--- config.mk ---
export PLATFORM = sky130hd
export DESIGN_NAME = conv1_relu_pool
export DESIGN_NICKNAME = d
export VERILOG_FILES = /design/src/rtl/conv1_relu_pool.sv
export SDC_FILE = /design/constraint.sdc
export NUM_CORES = 1
export LEC_CHECK = 0
export ABC_AREA = 0
export CORE_ASPECT_RATIO = 1.2
export CORE_UTILIZATION = 35
export DETAILED_ROUTE_END_ITERATION = 10
export PLACE_DENSITY = 0.64
export SYNTH_ARGS = -nofsm -noshare
export SYNTH_HDL_FRONTEND = slang
export SYNTH_SLANG_ARGS = --single-unit
--- constraint.sdc ---
create_clock -name clk -period 13.1 [get_ports clk]
set_input_delay 1.965 -clock clk [delete_from_list [all_inputs] [get_ports clk]]
set_output_delay 1.965 -clock clk [all_outputs]
set_load 0.05 [all_outputs]
--- src/rtl/conv1_relu_pool.sv ---
// Conv1 post-processing: per-channel ReLU + rounding requant with saturation,
// then 2x2/stride-2 max-pool over the conv map, six channels in lock-step.

module conv1_relu_pool_lane #(
    parameter int IN_WIDTH  = 32,
    parameter int OUT_WIDTH = 9,
    parameter int SHIFT     = 8,
    parameter int IN_W      = 24,
    parameter int IW        = 4
) (
    input  logic                       clk,
    input  logic                       rst,
    input  logic                       frame_rst,
    input  logic                       valid_in,
    input  logic signed [IN_WIDTH-1:0] x,
    input  logic                       st2,
    input  logic                       col_odd,
    input  logic                       row_odd,
    input  logic [IW-1:0]              idx,
    output logic                       sat,
    output logic [OUT_WIDTH-1:0]       pool
);
    localparam int SAT_MAX = 2**(OUT_WIDTH-1) - 1;
    localparam logic [IN_WIDTH:0]    SAT_EXT = (IN_WIDTH+1)'(SAT_MAX);
    localparam logic [OUT_WIDTH-1:0] SAT_Q   = OUT_WIDTH'(SAT_MAX);
    localparam logic [IN_WIDTH:0]    RND     = (IN_WIDTH+1)'(1) << (SHIFT-1);

    logic [IN_WIDTH:0]    sum, shr;
    logic                 pos, clamp;
    logic [OUT_WIDTH-1:0] q_next, q, hreg, h, rb;
    logic [OUT_WIDTH-1:0] rowbuf [IN_W/2];

    // One extra bit on the add so the rounding offset can never wrap.
    assign sum    = {x[IN_WIDTH-1], x} + RND;
    assign shr    = sum >> SHIFT;
    assign pos    = !x[IN_WIDTH-1] && (|x);
    assign clamp  = pos && (shr > SAT_EXT);
    assign q_next = !pos ? '0 : (clamp ? SAT_Q : shr[OUT_WIDTH-1:0]);
    assign sat    = valid_in && clamp;

    assign h  = (q > hreg) ? q : hreg;
    assign rb = rowbuf[idx];

    always_ff @(posedge clk or posedge rst) begin
        if (rst) begin
            q    <= '0;
            hreg <= '0;
            pool <= '0;
        end else begin
            if (valid_in) q <= q_next;
            if (frame_rst) hreg <= '0;
            else if (st2 && !col_odd) hreg <= q;
            if (st2 && col_odd && row_odd) pool <= (rb > h) ? rb : h;
        end
    end

    // Row buffer needs no reset: an even row always fills it before the odd row reads.
    always_ff @(posedge clk) begin
        if (st2 && col_odd && !row_odd) rowbuf[idx] <= h;
    end
endmodule

module conv1_relu_pool #(
    parameter int IN_WIDTH  = 32,
    parameter int OUT_WIDTH = 9,
    parameter int SHIFT     = 8,
    parameter int IN_W      = 24,
    parameter int IN_H      = 24
) (
    input  logic                       clk,
    input  logic                       rst,
    input  logic                       frame_rst,
    input  logic                       valid_in,
    input  logic signed [IN_WIDTH-1:0] result_ch0,
    input  logic signed [IN_WIDTH-1:0] result_ch1,
    input  logic signed [IN_WIDTH-1:0] result_ch2,
    input  logic signed [IN_WIDTH-1:0] result_ch3,
    input  logic signed [IN_WIDTH-1:0] result_ch4,
    input  logic signed [IN_WIDTH-1:0] result_ch5,
    output logic                       valid_out,
    output logic [OUT_WIDTH-1:0]       pool_ch0,
    output logic [OUT_WIDTH-1:0]       pool_ch1,
    output logic [OUT_WIDTH-1:0]       pool_ch2,
    output logic [OUT_WIDTH-1:0]       pool_ch3,
    output logic [OUT_WIDTH-1:0]       pool_ch4,
    output logic [OUT_WIDTH-1:0]       pool_ch5,
    output logic                       out_last,
    output logic                       sat_flag
);
    localparam int NUM_LANES = 6;
    localparam int CW = $clog2(IN_W);
    localparam int RW = $clog2(IN_H);

    logic [NUM_LANES-1:0][IN_WIDTH-1:0]  res;
    logic [NUM_LANES-1:0][OUT_WIDTH-1:0] pool;
    logic [NUM_LANES-1:0]                sat_lane;
    logic [CW-1:0] col;
    logic [RW-1:0] row;
    logic          s1_valid, st2, col_end, row_end;

    assign res = {result_ch5, result_ch4, result_ch3, result_ch2, result_ch1, result_ch0};
    // frame_rst kills whatever sits in stage 1 this cycle.
    assign st2     = s1_valid && !frame_rst;
    assign col_end = (col == CW'(IN_W-1));
    assign row_end = (row == RW'(IN_H-1));

    for (genvar i = 0; i < NUM_LANES; i++) begin : g_lane
        conv1_relu_pool_lane #(
            .IN_WIDTH(IN_WIDTH), .OUT_WIDTH(OUT_WIDTH), .SHIFT(SHIFT),
            .IN_W(IN_W), .IW(CW-1)
        ) u_lane (
            .clk(clk), .rst(rst), .frame_rst(frame_rst), .valid_in(valid_in),
            .x(res[i]), .st2(st2), .col_odd(col[0]), .row_odd(row[0]),
            .idx(col[CW-1:1]), .sat(sat_lane[i]), .pool(pool[i])
        );
    end

    always_ff @(posedge clk or posedge rst) begin
        if (rst) begin
            s1_valid  <= 1'b0;
            col       <= '0;
            row       <= '0;
            valid_out <= 1'b0;
            out_last  <= 1'b0;
            sat_flag  <= 1'b0;
        end else begin
            s1_valid  <= valid_in;
            valid_out <= st2 && col[0] && row[0];
            out_last  <= st2 && col_end && row_end;
            if (frame_rst) sat_flag <= |sat_lane;
            else if (|sat_lane) sat_flag <= 1'b1;
            if (frame_rst) begin
                col <= '0;
                row <= '0;
            end else if (st2) begin
                if (col_end) begin
                    col <= '0;
                    row <= row_end ? '0 : row + 1'b1;
                end else begin
                    col <= col + 1'b1;
                end
            end
        end
    end

    assign pool_ch0 = pool[0];
    assign pool_ch1 = pool[1];
    assign pool_ch2 = pool[2];
    assign pool_ch3 = pool[3];
    assign pool_ch4 = pool[4];
    assign pool_ch5 = pool[5];
endmodule

Word-level counts from Yosys, hierarchy flattened
Memory sizes are Yosys's and may differ from the RTL's. Index checks and enable logic that the tools add are counted.

Bits in registers: 176. Bits in latches: 0. RAM bits: 648. Memory bits (read-only): 0. Input port bits: 196. Output and inout port bits: 57. Word-level logic and storage cells: 151. Memories kept: 6.

Memories: g_lane[0].u_lane.rowbuf (words 12, bits a word 9, read ports 1, clocked after Yosys merged registers in 0, write ports 1, line 31) `logic [OUT_WIDTH-1:0] rowbuf [IN_W/2];`; g_lane[1].u_lane.rowbuf (words 12, bits a word 9, read ports 1, clocked after Yosys merged registers in 0, write ports 1, line 31); g_lane[2].u_lane.rowbuf (words 12, bits a word 9, read ports 1, clocked after Yosys merged registers in 0, write ports 1, line 31); g_lane[3].u_lane.rowbuf (words 12, bits a word 9, read ports 1, clocked after Yosys merged registers in 0, write ports 1, line 31); g_lane[4].u_lane.rowbuf (words 12, bits a word 9, read ports 1, clocked after Yosys merged registers in 0, write ports 1, line 31); g_lane[5].u_lane.rowbuf (words 12, bits a word 9, read ports 1, clocked after Yosys merged registers in 0, write ports 1, line 31).

Add/sub/neg operators: 8. $mul: 0. Div/mod/pow operators: 0. Order comparisons: 18. Equal/unequal tests: 2. Shift-type cells: 0. Muxes and demuxes: 47. Bitwise logic cells: 0. Reduce and logical (&&, ||, !) cells: 46.

Operators by type and width (count): 2-to-1 mux 9 bit (36); adder 32 x 9 -> 33 bit (second input constant) (6); OR reduction 32 bit (6); > comparator 25 x 8 -> 1 bit (second input constant) (6); > comparator 9 bit (12); 2-to-1 mux 5 bit (7); logical AND 1 bit (25); adder 5 x 1 -> 5 bit (second input constant) (2); equality test 5 bit (second input constant) (2); logical NOT 1 bit (9); nonzero test 2 bit (4); OR reduction 6 bit (1); 2-to-1 mux 1 bit (4); AND reduction 2 bit (1).

Longest topological paths before layout
Gate-level depths: netlist of run 1.

Depth in word-level cells: 7. Mapped depth: 22. Mapped depth without buffers: 21.

Hierarchy
Synthesis of run 1 repeated with hierarchy kept, for this count alone.

Cell total of the unflattened synthesis: 2927. Area, all modules: 39469.1 µm².

By module, submodules not included: conv1_relu_pool_lane at g_lane[1].u_lane ... (instances 3, cells an instance 470, area an instance 6424.9 µm², sequential area each 3918.8 µm²); conv1_relu_pool_lane at g_lane[0].u_lane (instances 1, cells an instance 486, area an instance 6533.8 µm², sequential area each 3918.8 µm²); conv1_relu_pool_lane at g_lane[5].u_lane (instances 1, cells an instance 492, area an instance 6507.5 µm², sequential area each 3918.8 µm²); conv1_relu_pool_lane at g_lane[2].u_lane (instances 1, cells an instance 473, area an instance 6481.2 µm², sequential area each 3918.8 µm²); conv1_relu_pool (instances 1, cells an instance 66, area an instance 671.9 µm², sequential area each 350.3 µm²).

Least setup slack after synthesis of run 1
No wires, ideal clock.

Path type: input to register. Start: in frame_rst. End: mem g_lane[0].u_lane.rowbuf[4][0], enable pin. Setup time: 532 ps. Data arrival time: 6664 ps. Required time: 12568 ps. Setup slack: 5904 ps. Stages on the path: 5. Cells stage by stage: clkbuf_1 -> nor2_1 -> nand2_1 -> or4b_2 -> nor3_1.

Word-level cells in the longest chain between the ends: 6.

Ends and longest elaborated chain: start: declaration (line 72) `input logic frame_rst,`; logical NOT 1 bit (line 103) `assign st2 = s1_valid && !frame_rst;`; logical AND 1 bit (line 103); logical AND 1 bit (2 in series) (line 59) `if (st2 && col_odd && !row_odd) rowbuf[idx] <= h;`; 2-to-1 mux 1 bit (line 59); 2-to-1 mux 1 bit (implied by the code) (line 59); end: declaration (line 31).

Every way passes these cells.

Worst setup path after layout of run 1
Start: reg g_lane[2].u_lane.q[1]. End: reg g_lane[2].u_lane.pool[6].

Word-level cells in the longest chain between the ends: 4.

Ends and longest elaborated chain: start: declaration (line 30) `logic [OUT_WIDTH-1:0] q_next, q, hreg, h, rb;`; start signal: assignment (line 50) `if (valid_in) q <= q_next;`; > comparator 9 bit (line 41) `assign h = (q > hreg) ? q : hreg;`; 2-to-1 mux 9 bit * (line 41); > comparator 9 bit (line 53) `if (st2 && col_odd && row_odd) pool <= (rb > h) ? rb : h;`; 2-to-1 mux 9 bit * (line 53); end signal: assignment (line 53); end: declaration (line 21) `output logic [OUT_WIDTH-1:0] pool`.

Every way passes the cells marked *; elsewhere a longest branch is shown, timed or not. A chain may end at the register's enable or synchronous reset.

==> reports/qor.yml, run 1 <==
sta:
  relSlewSlack_pct: 23.9
  period_share_pct: 40.1
  fmax_ghz: 0.190
  fin_crit_ps: 5250
  tightest_slew_ps: 1140
  fin_tns_setup_ps: 0
  rsz0062_at_grt: "false"
  skew_ps: 24.4
  maxSlewViolCount: 0
  hold_viol_final: 0
  finalSetupViolations: 0
  worst_slack_ps: 7850
placed_design:
  dp_hpwl_um: 62100
  pre_cts_slack_ps: 7750
  gp_congestion: 0.866
  port_buffers: 252
routing:
  num_vias: 23800
  ant_nets: 0
  vias_per_cell: 5.40
  drt_pass1_iterations: 5
  dr.first_iter.drc_count: 1858
  wl_per_cell_um: 22.0
  totalWireLength_um: 96800
  drc: 0
hold_path:
  min_from: "g_lane[5].u_lane.pool[4]$_DFFE_PP0P_"
  hold_class: "register to register"
cells_and_area:
  num-nets-final: 3236
  drive_gt1_share_pct: 14.3
  final_cell_mix: "648 x edfxtp_1, 250 x clkdlybuf4s50_1, 224 x nand2_1"
  layout_commonest_cell: "edfxtp_1"
  area_delta_synth_final_pct: 18.2
  n_antenna_cell: 0
cts:
  clk_latency_ps: 640
  clk_pin_slew_worst_paths_ps: 60
  cts_buffers: 82
  cts.sinks: 824
  cts.path.max_buffers: 3
  cts_setup_buffers: 0
  cts_resized: 0
  htree_levels: 3
  cts_root_buf: "clkbuf_16"
  tritoncts: "done"
  hold_buffers: 0
power:
  leakage_uw: 0.0154
  p_per_area_nw_per_um2: 135
  ir_drop_uv: 85.3
floorplan:
  start_util_pct: 35.4
  fp.dieH_um: 365
  rows: 132
  die_w_um: 304
  core-area_um2: 108000
  die_area_um2: 111000
  io_pins: 253
worst_setup_path:
  arrival_ps: 5780
  worstPathRequired_ps: 13630
  r2r-start: "g_lane[2].u_lane.q[1]$_DFFE_PP0P_"
  crit_path_end_kind: "register"
  path_max_fanout: 11
  setup.worst_path.class: "register to register"
  critPathLaunch: "g_lane[2].u_lane.q[1]$_DFFE_PP0P_"
  startpoint_type: "register"
global_routing:
  antenna_found_initial: 1
  overflow: 0
  grt_pass1_vias: 24400
  grtUsageTotal_pct: 17.4
  grt_max_degree: 117
  grt_pass1_wl_um: 148000
logic_synthesis:
  synth_edf_count: 648
  synthCells: 2670
  synth.avg_cell_area_um2: 14.4
  synth_cell_types: 74
  yosysSeqAreaShare_pct: 62.2
  syn_area_um2: 38400
  synth_top_family_by_area: "multiplexers"
  synth_compound_area_share_pct: 6.92
  ys_ff_latch: 824
  synth_ff_type: "edfxtp_1"
  syn-num-nets: 2982
  synthSimpleGateAreaFrac_pct: 9.19
  muxShareOfSynthArea_pct: 13.8
  synth_xor_area_share_pct: 1.69
  synth_adder_area_share_pct: 3.78
  async_reset_ff_share_pct: 21.4
  yosys_warnings: 0
status:
  status: "complete, no violations"
flow_run:
  maxCapViolCount: 0
logic make-up after synthesis:
logic type                 count (synthesis)
buffers and inverters                    250
muxes                                    319
and+or+nand+nor                          684
DFF                                      824
adders and majority gates                116
AOI/OAI and AO/OA                        403
xor gates and xnor gates                  74
sequential cells by signal (all words and copies together) (netlist names):
signal,cells
g_lane.u_lane.rowbuf,648
g_lane.u_lane.pool,54
s1_valid,1
g_lane.u_lane.hreg,54
out_last,1
col,5
g_lane.u_lane.q,54
row,5
valid_out,1
sat_flag,1
final cells by class:
| cell class | instances | area [um^2] |
|---|---|---|
| clock inverter | 50 | 546 |
| inverter | 133 | 507 |
| clock buffer | 102 | 2210 |
| timing repair buffer | 287 | 2790 |
| tap | 1407 | 1760 |
| multi-input combinational | 1596 | 13700 |
| sequential | 824 | 23900 |
| fill | 9877 | 63000 |
final timing paths:
check / to / slack [ps] / depth (start not counted)
worst max-delay path: g_lane[2].u_lane.pool[6]$_DFFE_PP0P_ / 7850 / 19
worst min-delay path: g_lane[5].u_lane.pool[4]$_DFFE_PP0P_ / 490 / 2
max in group asynchronous: col[3]$_DFFE_PP0P_ / 9620 / 3
worst max register to register: g_lane[2].u_lane.pool[6]$_DFFE_PP0P_ / 7850 / 19
worst min register to register: g_lane[5].u_lane.pool[4]$_DFFE_PP0P_ / 490 / 2
min in group asynchronous: g_lane[5].u_lane.q[7]$_DFFE_PP0P_ / 1940 / 2
report_power, final:
part	switching [uW]	internal, uW	leakage, uW
Combinational	451	282	0.00586
Sequential	44.8	2960	0.00819
Clock	997	1400	0.00135
synth_stat cells (all sizes together), types with 8 or more instances:
cell	n	area share (%)
edfxtp	648	51
nand2	225	2.2
dfrtp	176	11
mux4	162	9.5
inv	132	1.3
nand3	122	1.6
ha	116	3.8
mux2i	104	2.7
a21oi	93	1.2
clkbuf	88	0.86
o21ai	76	0.99
nor2	71	0.69
o31ai	57	1.1
mux2	53	1.6
o211ai	53	1.0
nand4	52	0.93
nor3	52	0.70
nor4	50	1.0
xnor2	37	0.84
xor2	37	0.84
o21a	36	0.70
buf	29	0.32
nor2b	23	0.37
a31oi	15	0.24
or3	15	0.24
and3	13	0.21
and4	13	0.30
nand2b	12	0.20
or2	9	0.15
a21o	8	0.16
nor3b	8	0.16
o32a	8	0.21
layer usage:
| layer | vias to the layer above | GRT usage (%) | routed length, um |
|---|---|---|---|
| li1 | 10900 | - | - |
| met1 | 12200 | 21.4 | 40000 |
| met2 | 496 | 32.2 | 50900 |
| met3 | 107 | 1.91 | 3780 |
| met4 | 0 | 5.07 | 2100 |
| met5 | - | 0 | 0 |
critical path: stages (launching register included):
cell and delay [ps]:
dfrtp_1 410, ha_1 300, nor2b_1 140, o21a_1 110, o21a_1 100, o21a_1 100, o211ai_1 80, a21o_1 170
a21oi_1 790, mux2i_1 710, ha_1 360, nor2b_1 140, o21a_1 160, o21a_1 160, o21a_1 160, o211ai_1 150
a21boi_0 100, o31a_1 390, nand2b_1 370, o211ai_1 280
stage by stage:
| step | total power, uW | hold slack (ps) | utilization, % | cell area (um^2) | cells |
|---|---|---|---|---|---|
| 3_5_place_dp | 3800 | 482 | 39.3 | 42600 | 4247 |
| 4_1_cts | 6190 | 500 | 41.9 | 45400 | 4399 |
| 3_3_place_gp | 3790 | 476 | 39.3 | 42600 | 4247 |
| 6_report | 6130 | 491 | 41.9 | 45400 | 4399 |
| 2_1_floorplan | 3490 | 457 | - | 38400 | 2670 |
| 5_1_grt | 6360 | 543 | 41.9 | 45400 | 4399 |
Power figures use the tool's default switching activity.
==> inputs of run 2 (changes only) <==
Settings changed: PLACE_DENSITY 0.64 to 0.66.
Clock period 13.1 ns to 4.5 ns, I/O delays scaled along.
==> run 2 against run 1 <==
Utilization is 0.83 points higher. Flip-flop and latch count unchanged. Wire length rose by 1.5%. Critical path depth rose by 2. Worst setup slack worse by 7600 ps. Non-clock buffer count is 86 higher. Final area rose by 2.0%. Sequential power grew to 2.9 times the previous value. Clock power rose to 2.9 times the previous value. Largest power group unchanged.
==> reports/qor.yml, run 2 (same netlist as run 1, synthesis figures left out) <==
floorplan:
  rows: 132
  die_w_um: 304
  io_pins: 253
  fp.dieH_um: 365
  core-area_um2: 108000
  start_util_pct: 35.4
  die_area_um2: 111000
worst_setup_path:
  path_max_fanout: 7
  ff2ff_setup_slack_ps: 200
  arrival_ps: 4830
  crit_path_end_kind: "register"
  r2r_cells: 21
  startpoint_type: "register"
  r2r-start: "g_lane[4].u_lane.hreg[1]$_DFFE_PP0P_"
  setup.worst_path.class: "register to register"
  rr_endpoint: "g_lane[4].u_lane.pool[4]$_DFFE_PP0P_"
  worstPathRequired_ps: 5040
routing:
  totalWireLength_um: 98300
  num_vias: 24200
  drt_pass1_iterations: 5
  ant_nets: 0
  wl_per_cell_um: 21.9
  vias_per_cell: 5.39
  drc: 0
  dr.first_iter.drc_count: 1926
global_routing:
  busiest_layer: "met2"
  grt_max_degree: 103
  grt_pass1_vias: 24900
  use_met1_pct: 20.9
  antenna_found_initial: 1
  use_met3_pct: 1.87
  overflow: 0
  grtUsageTotal_pct: 17.7
  grt_use_met2_pct: 33.2
  grt_pass1_wl_um: 151000
power:
  pwr-share-clk_pct: 38.9
  ir_drop_uv: 297
  p_int_uw: 13600
  switching_share_pct: 24.3
  leakage_uw: 0.0159
  p_per_area_nw_per_um2: 389
  p_switching_uw: 4370
  p_seq_share_pct: 48.5
  p_comb_share_pct: 12.6
  total_power_uw: 18000
sta:
  hold_viol_final: 0
  fin_tns_setup_ps: 0
  fmax_ghz: 0.233
  period_share_pct: 95.5
  skew_ps: 23.1
  maxSlewViolCount: 0
  worst_slack_ps: 204
  tightest_slew_ps: 1050
  fin_hold_ws_ps: 498
  relSlewSlack_pct: 29.9
  finalSetupViolations: 0
  fin_crit_ps: 4300
placed_design:
  port_buffers: 252
  gp_congestion: 0.864
  dp_hpwl_um: 65600
  pre_cts_slack_ps: 206
status:
  status: "complete, no violations"
cells_and_area:
  largest_register_ffs: 648
  regMostFlops: "g_lane.u_lane.rowbuf"
  num-nets-final: 3325
  drive_gt1_share_pct: 16.9
  final_cell_mix: "648 x edfxtp_1, 250 x clkdlybuf4s50_1, 223 x nand2_1"
  layout_commonest_cell: "edfxtp_1"
  area_delta_synth_final_pct: 20.5
hold_path:
  hold_class: "register to register"
  hold_path_depth: 2
  min_from: "g_lane[3].u_lane.pool[3]$_DFFE_PP0P_"
  holdPathEnd: "g_lane[3].u_lane.pool[3]$_DFFE_PP0P_"
cts:
  tritoncts: "done"
  clk_latency_ps: 640
  hold_buffers: 0
  cts_root_buf: "clkbuf_16"
  htree_levels: 3
  cts.sinks: 824
  clk_pin_slew_worst_paths_ps: 60
  cts_buffers: 85
  cts.path.max_buffers: 3
flow_run:
  maxCapViolCount: 0
==> run 2: cell types whose count changed in the layout (fill, tap and decap cells not counted), sizes merged <==
cell / previous run / this run
buf: 37 / 123
bufinv: 10 / 7
clkbuf: 102 / 119
clkinv: 36 / 27
diode: 0 / 1
inv: 134 / 133
==> run 2: per-layer routing <==
| layer | wire [um] | vias up | share of wire (%) |
|---|---|---|---|
| li1 | - | 11100 | - |
| met1 | 39000 | 12300 | 40 |
| met2 | 52600 | 596 | 53 |
| met3 | 3880 | 137 | 3.9 |
| met4 | 2840 | 0 | 2.9 |
| met5 | 0 | - | 0 |
==> run 2: layout make-up <==
| cell class | count | area (um^2) |
|---|---|---|
| inverters | 133 | 503 |
| clock inverters | 37 | 438 |
| fillers | 9689 | 62100 |
| repair buffers | 373 | 3600 |
| diodes | 1 | 2.50 |
| flip-flops and latches | 824 | 23900 |
| clock buffers | 119 | 2370 |
| multi-input cells | 1596 | 13700 |
| well taps | 1407 | 1760 |
==> run 2: power by group through the flow <==
stage / logic [uW] / registers, uW / clock network (uW)
global placement: 2230 / 8890 / 0
detailed placement: 2270 / 8890 / 0
floorplan: 1260 / 8910 / 0
CTS: 2280 / 8740 / 7150
finish: 2270 / 8730 / 7010
global route: 2490 / 8750 / 7440
==> run 2: how the worst max path moves through the flow <==
stage | startpoint | endpoint | slack [ps] | cells after the start
final | g_lane[4].u_lane.hreg[1]$_DFFE_PP0P_ | g_lane[4].u_lane.pool[4]$_DFFE_PP0P_ | 200 | 21
after global routing | g_lane[4].u_lane.hreg[1]$_DFFE_PP0P_ | g_lane[4].u_lane.pool[2]$_DFFE_PP0P_ | -20 | 21
after CTS | g_lane[0].u_lane.hreg[1]$_DFFE_PP0P_ | g_lane[0].u_lane.pool[1]$_DFFE_PP0P_ | 170 | 20
after detailed placement | g_lane[3].u_lane.q[1]$_DFFE_PP0P_ | g_lane[3].u_lane.pool[8]$_DFFE_PP0P_ | 210 | 20
after global placement | g_lane[3].u_lane.hreg[1]$_DFFE_PP0P_ | g_lane[3].u_lane.pool[6]$_DFFE_PP0P_ | 230 | 21
after floorplan | frame_rst | g_lane[0].u_lane.rowbuf[5][0]$_DFFE_PP_ | 50 | 5
==> run 2: stage by stage <==
| stage | instance area [um^2] | instances | utilization, % |
|---|---|---|---|
| 3_3_place_gp | 43400 | 4330 | 40.1 |
| 6_report | 46300 | 4490 | 42.7 |
| 3_5_place_dp | 43400 | 4330 | 40.1 |
| 5_1_grt | 46300 | 4490 | 42.7 |
| 2_1_floorplan | 38400 | 2670 | - |
| 4_1_cts | 46200 | 4486 | 42.7 |
==> run 2: repair_timing <==
| action | 4_1_cts | 5_1_grt |
|---|---|---|
| endpoints found under the hold margin | 0 | 0 |
| setup endpoints to repair | 0 | 22 |
| resized for setup | 0 | 7 |
| setup buffers | 0 | 3 |
==> run 2: critical path, cell delays in order, from the launching register on <==
cell	delay [ps]
dfrtp_1	350
inv_1	60
ha_1	310
nor2b_1	140
o21a_1	170
o21a_1	160
o21ai_0	150
a21oi_1	130
o31ai_2	270
buf_4	170
mux2i_1	210
buf_4	180
ha_1	240
nor2b_1	130
o21a_1	160
o21ai_0	140
a21oi_1	80
o31a_1	230
o21a_1	160
o32a_1	230
nand2b_2	280
o211ai_1	240
==> inputs of run 3 (changes only) <==
Settings changed: GPL_TIMING_DRIVEN from default to 0.
==> run 3 against run 2 <==
Cell count increased by 1.3%. Critical path type unchanged. Clock skew increased by 19 ps. Largest cell class unchanged. Total power fell by 2.7%.
==> reports/qor.yml, run 3 (same netlist as run 1, synthesis figures left out) <==
status:
  status: "complete, no violations"
cells_and_area:
  drive_gt1_share_pct: 17.8
  area_delta_synth_final_pct: 22.2
  layout_commonest_cell: "edfxtp_1"
  n_antenna_cell: 0
  seq_area_um2: 23900
  design_area_um2: 46900
  largest_register_ffs: 648
  num-nets-final: 3392
  regMostFlops: "g_lane.u_lane.rowbuf"
  fin_util_pct: 43.3
  final_cell_mix: "648 x edfxtp_1, 249 x clkdlybuf4s50_1, 223 x nand2_1"
  multi_input_area_um2: 14000
  fillers: 9618
  stdcell_count: 4549
floorplan:
  core-area_um2: 108000
  die_area_um2: 111000
  die_w_um: 304
  rows: 132
  start_util_pct: 35.4
  io_pins: 253
  fp.dieH_um: 365
routing:
  ant_nets: 0
  wl_per_cell_um: 23.1
  num_vias: 24800
  dr.first_iter.drc_count: 2085
  totalWireLength_um: 105000
  vias_per_cell: 5.44
  drt_pass1_iterations: 5
  drc: 0
sta:
  tightest_slew_ps: 1220
  finalSetupViolations: 0
  skew_ps: 41.9
  maxSlewViolCount: 0
  fmax_ghz: 0.229
  relSlewSlack_pct: 18.3
  hold_viol_final: 0
  fin_crit_ps: 4370
  worst_slack_ps: 129
  period_share_pct: 97.1
worst_setup_path:
  cp.buffers_inverters: 4
  critPathSlowestCell: "clkdlybuf4s15_2"
  worstPathRequired_ps: 5080
  crit_chain: "clkbuf_1 > buf_2 > clkdlybuf4s15_2 > mux2i_1 > o21ai_0 > ha_1 > nor2b_1 > o21a_1 > o21ai_0 > a21oi_1 > o31a_1 > o21a_1 > o32a_1 > buf_4 > or3_1 > nand3_1"
  setup.worst_path.class: "register to register"
  path_max_fanout: 10
  arrival_ps: 4950
  max_stage_delay_ps: 530
  ff2ff_setup_slack_ps: 130
  crit_path_end_kind: "register"
  startpoint_type: "register"
  crit_family: "buffers and inverters"
cts:
  cts_buffers: 77
  htree_levels: 3
  cts.sinks: 824
  cts_root_buf: "clkbuf_16"
  clk_latency_ps: 660
  tritoncts: "done"
  hold_buffers: 0
  cts.path.max_buffers: 3
  clk_pin_slew_worst_paths_ps: 70
placed_design:
  place_inst: 4365
  dp_hpwl_um: 75500
  pre_cts_slack_ps: -1130
  placed_cell_area_um2: 43600
  port_buffers: 249
  gp_congestion: 0.882
global_routing:
  antenna_found_initial: 3
  grt_pass1_wl_um: 157000
  overflow: 0
  grt_max_degree: 42
  grt_pass1_vias: 24900
  grtUsageTotal_pct: 18.8
flow_run:
  maxCapViolCount: 0
power:
  leakage_uw: 0.0160
  ir_drop_uv: 259
  p_per_area_nw_per_um2: 373
hold_path:
  hold_class: "register to register"
run 3: what timing repair did:
action	4_1_cts	5_1_grt
setup buffers	23	22
pin swaps	5	11
setup endpoints to repair	54	54
gates resized for setup	141	73
run 3: per-stage QoR:
step | setup TNS (ps) | total power, uW | hold slack, ps
4_1_cts | 0 | 17500 | 460
3_5_place_dp | -49420 | 11100 | 476
6_report | 0 | 17500 | 485
5_1_grt | -99.5 | 18100 | 508
3_3_place_gp | -1975990 | 11100 | 474
2_1_floorplan | 0 | 10200 | 457
run 3: cell type report:
type,count,area share (%)
clock inverters,43,0.789
multi-input cells,1596,29.9
repair buffers,333,8.01
clock buffers,98,4.34
inverters,133,1.07
flip-flops and latches,824,50.9
well taps,1407,3.75
plain buffers,115,1.26
run 3: path summary, 6_finish.rpt:
kind | start | end | depth (start not counted)
max reg2reg | col[3]$_DFFE_PP0P_ | g_lane[5].u_lane.pool[6]$_DFFE_PP0P_ | 16
min reg2reg | g_lane[5].u_lane.pool[2]$_DFFE_PP0P_ | g_lane[5].u_lane.pool[2]$_DFFE_PP0P_ | 2
max | col[3]$_DFFE_PP0P_ | g_lane[5].u_lane.pool[6]$_DFFE_PP0P_ | 16
min in group asynchronous | rst | g_lane[3].u_lane.pool[4]$_DFFE_PP0P_ | 2
max in group asynchronous | rst | g_lane[1].u_lane.q[1]$_DFFE_PP0P_ | 4
min | g_lane[5].u_lane.pool[2]$_DFFE_PP0P_ | g_lane[5].u_lane.pool[2]$_DFFE_PP0P_ | 2
run 3: layer usage:
| layer | wire (um) | track usage [%] |
|---|---|---|
| met1 | 40000 | 22.0 |
| met2 | 54100 | 33.7 |
| met3 | 5980 | 2.78 |
| met4 | 5020 | 9.06 |
| met5 | 13 | 0 |
run 3: worst reg2reg max path: stages (launching register included):
cell and delay [ps]:
dfrtp_1 320, clkbuf_1 410, buf_2 470, clkdlybuf4s15_2 530, mux2i_1 130, o21ai_0 350, ha_1 320, nor2b_1 130
o21a_1 160, o21ai_0 140, a21oi_1 90, o31a_1 240, o21a_1 170, o32a_1 230, buf_4 170, or3_1 340
nand3_1 90
run 3: where the power goes:
group | total, uW | leakage (uW) | internal [uW] | switching, uW
registers | 8720 | 0.00819 | 8600 | 123
clock network | 6240 | 0.00115 | 3320 | 2920
logic | 2560 | 0.00661 | 1070 | 1490
total | 17500 | 0.0160 | 13000 | 4530
